<file path="config.mk">
export PLATFORM = sky130hd
export DESIGN_NAME = pipe_ctrl
export DESIGN_NICKNAME = d
export VERILOG_FILES = /design/src/rtl/utils_top_pkg.sv /design/src/rtl/pipe_ctrl_satcnt.sv /design/src/rtl/pipe_ctrl.sv
export SDC_FILE = /design/constraint.sdc
export NUM_CORES = 1
export LEC_CHECK = 0
export CAP_MARGIN = 20
export CORE_MARGIN = 2
export CORE_UTILIZATION = 30
export CTS_CLUSTER_DIAMETER = 30
export DETAILED_ROUTE_END_ITERATION = 8
export PLACE_DENSITY = 0.56
export RECOVER_POWER = 100
export SYNTH_ARGS = -nofsm -noshare
export SYNTH_HDL_FRONTEND = slang
export SYNTH_SLANG_ARGS = --single-unit
</file>
<file path="constraint.sdc">
create_clock -name clk -period 5.9 [get_ports clk]
set_clock_uncertainty 0.2 [all_clocks]
set_input_delay 1.18 -clock clk [delete_from_list [all_inputs] [get_ports clk]]
set_output_delay 1.18 -clock clk [all_outputs]
set_load 0.01 [all_outputs]
</file>
<file path="src/rtl/utils_top_pkg.sv">
// Shared core-level types and constants: pipeline control states, opcodes, bubble encoding.
package utils_top;

  localparam int unsigned XLEN = 32;

  localparam logic [6:0] OP_LUI    = 7'b0110111;
  localparam logic [6:0] OP_AUIPC  = 7'b0010111;
  localparam logic [6:0] OP_JAL    = 7'b1101111;
  localparam logic [6:0] OP_JALR   = 7'b1100111;
  localparam logic [6:0] OP_BRANCH = 7'b1100011;
  localparam logic [6:0] OP_LOAD   = 7'b0000011;
  localparam logic [6:0] OP_STORE  = 7'b0100011;
  localparam logic [6:0] OP_IMM    = 7'b0010011;
  localparam logic [6:0] OP_REG    = 7'b0110011;
  localparam logic [6:0] OP_SYSTEM = 7'b1110011;

  // addi x0, x0, 0: the canonical no-op injected by pipeline kills
  localparam logic [XLEN-1:0] BUBBLE = 32'h0000_0013;

  typedef enum logic [1:0] {
    RUN   = 2'd0,
    FLUSH = 2'd1,
    MWAIT = 2'd2,
    HALT  = 2'd3
  } pipe_ctrl_st_t;

endpackage

</file>
<file path="src/rtl/pipe_ctrl_satcnt.sv">
// Saturating up-counter with synchronous clear; holds at all-ones.
module pipe_ctrl_satcnt #(
  parameter int unsigned W = 32
) (
  input  logic         clk,
  input  logic         clr,
  input  logic         inc,
  output logic [W-1:0] cnt
);

  always_ff @(posedge clk) begin
    if (clr) begin
      cnt <= '0;
    end else if (inc && (cnt != {W{1'b1}})) begin
      cnt <= cnt + W'(1);
    end
  end

endmodule

</file>
<file path="src/rtl/pipe_ctrl.sv">
// Pipeline hazard controller: stage enables, kill strobes, halt latch and perf counters.
module pipe_ctrl
  import utils_top::*;
#(
  parameter int unsigned CNT_W = 32
) (
  input  logic             clk,
  input  logic             rst,
  input  logic             intrlock_bubble,
  input  logic             ex_branch_flush,
  input  logic             dmem_busy,
  input  logic             halt_req,
  output logic             pc_en,
  output logic             ifid_en,
  output logic             idex_en,
  output logic             exma_en,
  output logic             mawb_en,
  output logic             if_kill,
  output logic             id_kill,
  output logic             halted,
  output logic [CNT_W-1:0] stall_cnt,
  output logic [CNT_W-1:0] flush_cnt
);

  pipe_ctrl_st_t state;
  pipe_ctrl_st_t state_nxt;
  logic          en_all;
  logic          front_hold;
  logic          flush_acc;
  logic          stall_inc;

  always_ff @(posedge clk) begin
    if (rst) begin
      state <= RUN;
    end else begin
      state <= state_nxt;
    end
  end

  // Requests resolved by priority: halt > memory freeze > branch flush > interlock.
  // MWAIT needs no branch of its own: once dmem_busy drops it decodes exactly like RUN.
  always_comb begin
    state_nxt  = state;
    en_all     = 1'b0;
    front_hold = 1'b0;
    if_kill    = 1'b0;
    id_kill    = 1'b0;
    flush_acc  = 1'b0;
    if (rst) begin
      state_nxt = RUN;
    end else if (state == HALT) begin
      state_nxt = HALT;
    end else if (halt_req) begin
      state_nxt = HALT;
    end else if (dmem_busy) begin
      state_nxt = MWAIT;
    end else if (ex_branch_flush) begin
      en_all    = 1'b1;
      if_kill   = 1'b1;
      id_kill   = 1'b1;
      flush_acc = 1'b1;
      state_nxt = FLUSH;
    end else if (state == FLUSH) begin
      // one more fetch was already in flight from the wrong path
      en_all    = 1'b1;
      if_kill   = 1'b1;
      state_nxt = RUN;
    end else if (intrlock_bubble) begin
      en_all     = 1'b1;
      front_hold = 1'b1;
      id_kill    = 1'b1;
      state_nxt  = RUN;
    end else begin
      en_all    = 1'b1;
      state_nxt = RUN;
    end
  end

  assign pc_en     = en_all & ~front_hold;
  assign ifid_en   = en_all & ~front_hold;
  assign idex_en   = en_all;
  assign exma_en   = en_all;
  assign mawb_en   = en_all;
  assign halted    = (state == HALT) & ~rst;
  assign stall_inc = ~rst & (state != HALT) & ~pc_en;

  pipe_ctrl_satcnt #(.W(CNT_W)) u_stall_cnt (
    .clk (clk),
    .clr (rst),
    .inc (stall_inc),
    .cnt (stall_cnt)
  );

  pipe_ctrl_satcnt #(.W(CNT_W)) u_flush_cnt (
    .clk (clk),
    .clr (rst),
    .inc (flush_acc),
    .cnt (flush_cnt)
  );

endmodule

</file>
==> out/metrics.csv <==
metric,value,unit
GPL Wtd Cong,0.7413,
Die X,112.2,um
Num CTS Buffers,9,
slowest CP cell,dlygate4sd3_1,
hold endpoint,u_stall_cnt.cnt[17],
DIE AREA,0.01260,sq mm
Synth top area share,37.59,%
run status,completed,
post-synthesis adder-cell area fraction,0.7120,%
# H-tree levels,3,
Worst Hold Class,reg2reg,
Critical Path End Type,output pin,
hold slack final,292.8,ps
largest net degree at the start of global routing,41,
Initial Utilization,30.78,%
Max rail drop VDD,122.6,uV
initial antenna violation count,0,
Ports,78,
number of synthesized flops with an enable pin,0,
total grt overflow,0,
synthesized area,0.003515,sq mm
Synth Area per Inst,8.614,sq um
FMAX,0.2270,GHz
Worst EP required,4520,ps
core area,0.01142,sq mm
cell with the most instances on the worst path,dlygate4sd3_1,
PwrDens,228.0,mW/mm^2
ranking of synthesized cells by area,"dfxtp_1, a21oi_1, or4_1",
DRT antenna net count,0,
syn_nets,416,
hold path cells,2,
setup TNS,0,ps
layout cell share with drive strength beyond 1,7.900,%
"Setup Fix Bufs, Post-CTS",0,
unrepaired setup endpoints after global routing,false,
compound-gate portion of the synthesized area,20.54,%
FP Rows,39,
Async SR Flop Fraction,0,%
Worst R2R Start,u_flush_cnt.cnt[24],
CP Cell Sequence,dlygate4sd3_1 > nor2_1 > nand3_1 > inv_1 > dlygate4sd3_1,
Pleak,0.001660,uW
crit path kind,in2out,
Routed wire per std cell,14.57,um
HP Start,u_stall_cnt.cnt[17],
CTS root buf,clkbuf_16,
Post-CTS Resized,0,
largest family of logic cells by synthesized area,simple AND/OR/NAND/NOR gates,
Slew Limit Fails,0,
"Largest stage delay, worst path",650,ps
antenna cells,0,
Worst Setup Start Kind,input pin,
Post-Synth XOR/XNOR Area,1.246,%
drt first-iter violations,150,
Pre-antenna DRT Iters,4,
CTS max path bufs,2,
clk sinks,66,
Routed WL,9090,um
I/O Buffers,77,
Critical Path Fanout Max,5,
RR Endpoint,u_flush_cnt.cnt[21],
Synth Register Bits,66,
Nets,484,
Total GRT Usage,14.50,%
final hold vios,0,
relative slew slack,17.68,%
first-pass GRT wire length,15240,um
DIE HEIGHT,112.2,um
hpwl dp,6292,um
Post-CTS Hold Buffers,0,
area delta synth->final,30.37,%
register area share after synthesis,37.59,%
Mapped Cells,408,
Tcrit/Tclk final,74.67,%
max_cap viols,0,
Final setup violation count,0,
cell with the most instances after synthesis,dfxtp_1,
Synth top cells by count,"dfxtp_1, a21oi_1, nand2_1",
reg2reg setup slack,3010,ps
DRC,0,
FF-to-FF path depth,5,
vias,3363,
post-synthesis mux area share,2.492,%
CP Data Arrival Time,3030,ps
"Reg clk slew, reported paths",60,ps
Synth Flop Type,dfxtp_1,
CTS tree,done,
Cell variety after synth,50,
worst skew pair latency,320,ps
Yosys top cell by area,dfxtp_1,
"Warnings, synthesis",0,
vias in the first global route,3092,
Via density,5.389,
Tmin final,4406,ps
simple-gate share of the synthesized area,31.40,%
worst slew pin tran,1222,ps
logic make-up (layout without fill, tap and decap cells):
logic type | count (synthesis) | in the layout
AND/OR/NAND/NOR | 176 | 176
flip-flops | 66 | 66
XOR/XNOR | 5 | 5
AO/OA/AOI/OAI | 117 | 117
multiplexers | 8 | 8
adder cells (fa/ha/maj) | 2 | 2
buffers and inverters | 34 | 107
worst max-delay path by stage:
stage / slack (ps) / start / cells after the start / endpoint
after floorplan: 2630 / dmem_busy / 4 / pc_en
after global placement: 1680 / rst / 4 / halted
after detailed placement: 1680 / rst / 4 / halted
after CTS: 1680 / rst / 4 / halted
after global routing: 1370 / dmem_busy / 5 / exma_en
final: 1490 / dmem_busy / 5 / exma_en
critical path: cells and delay by family:
kind                   cells  cell delay [ps]
AND/OR/NAND/NOR            2              450
buffers and inverters      3             1380
state kept, by name (all words and copies together) (netlist names):
register / flops
state: 2
u_flush_cnt.cnt: 32
u_stall_cnt.cnt: 32
power by group:
| part | switching, uW | internal (uW) |
|---|---|---|
| sequential | 5.51 | 451 |
| combinational | 29.3 | 18.4 |
| clock | 191 | 349 |
| total | 226 | 819 |
cell type report:
type / count / area [sq um]
Tap cell: 143 / 178.9
Clock inverter: 4 / 50.05
Clock buffer: 12 / 256.5
Sequential cell: 66 / 1321
Fill cell: 1141 / 6837
Timing Repair Buffer: 80 / 780.7
Inverter: 11 / 41.29
Multi-Input combinational cell: 308 / 1953
per-stage QoR:
| step | total power (uW) | cell area, sq um | cells | utilization [%] | worst slack (ps) |
|---|---|---|---|---|---|
| final | 1045 | 4582 | 624 | 40.13 | 1494 |
| after global routing | 1086 | 4582 | 624 | 40.13 | 1372 |
| after CTS | 1065 | 4603 | 622 | 40.31 | 1677 |
| after detailed placement | 519.3 | 4297 | 606 | 37.63 | 1680 |
| after global placement | 518.9 | 4297 | 606 | 37.63 | 1678 |
| after floorplan | 498.5 | 3515 | 408 | - | 2629 |
placed cells by master (no fill, tap or decap), drive strengths merged, types with 4 or more instances in the layout:
cell type / count
inv: 11
nor2b: 6
nor3: 5
o311ai: 6
nand3: 20
nand2: 29
o31ai: 22
nor2: 28
dlygate4sd3: 74
or3: 23
dfxtp: 66
nor4: 5
and3: 5
nand4: 18
xnor2: 4
or4: 25
a211oi: 5
o41ai: 4
and4: 5
o21ai: 27
mux2: 6
clkbuf: 14
a21oi: 50
metal layers:
layer / track usage (%) / up-vias / part of all wire, %
li1: - / 1701 / -
met1: 17.98 / 1568 / 45
met2: 24.06 / 82 / 48
met3: 5.022 / 12 / 6.0
met4: 3.984 / 0 / 1.1
met5: 0 / - / 0
Note: power is estimated with default switching activity, not from simulation.
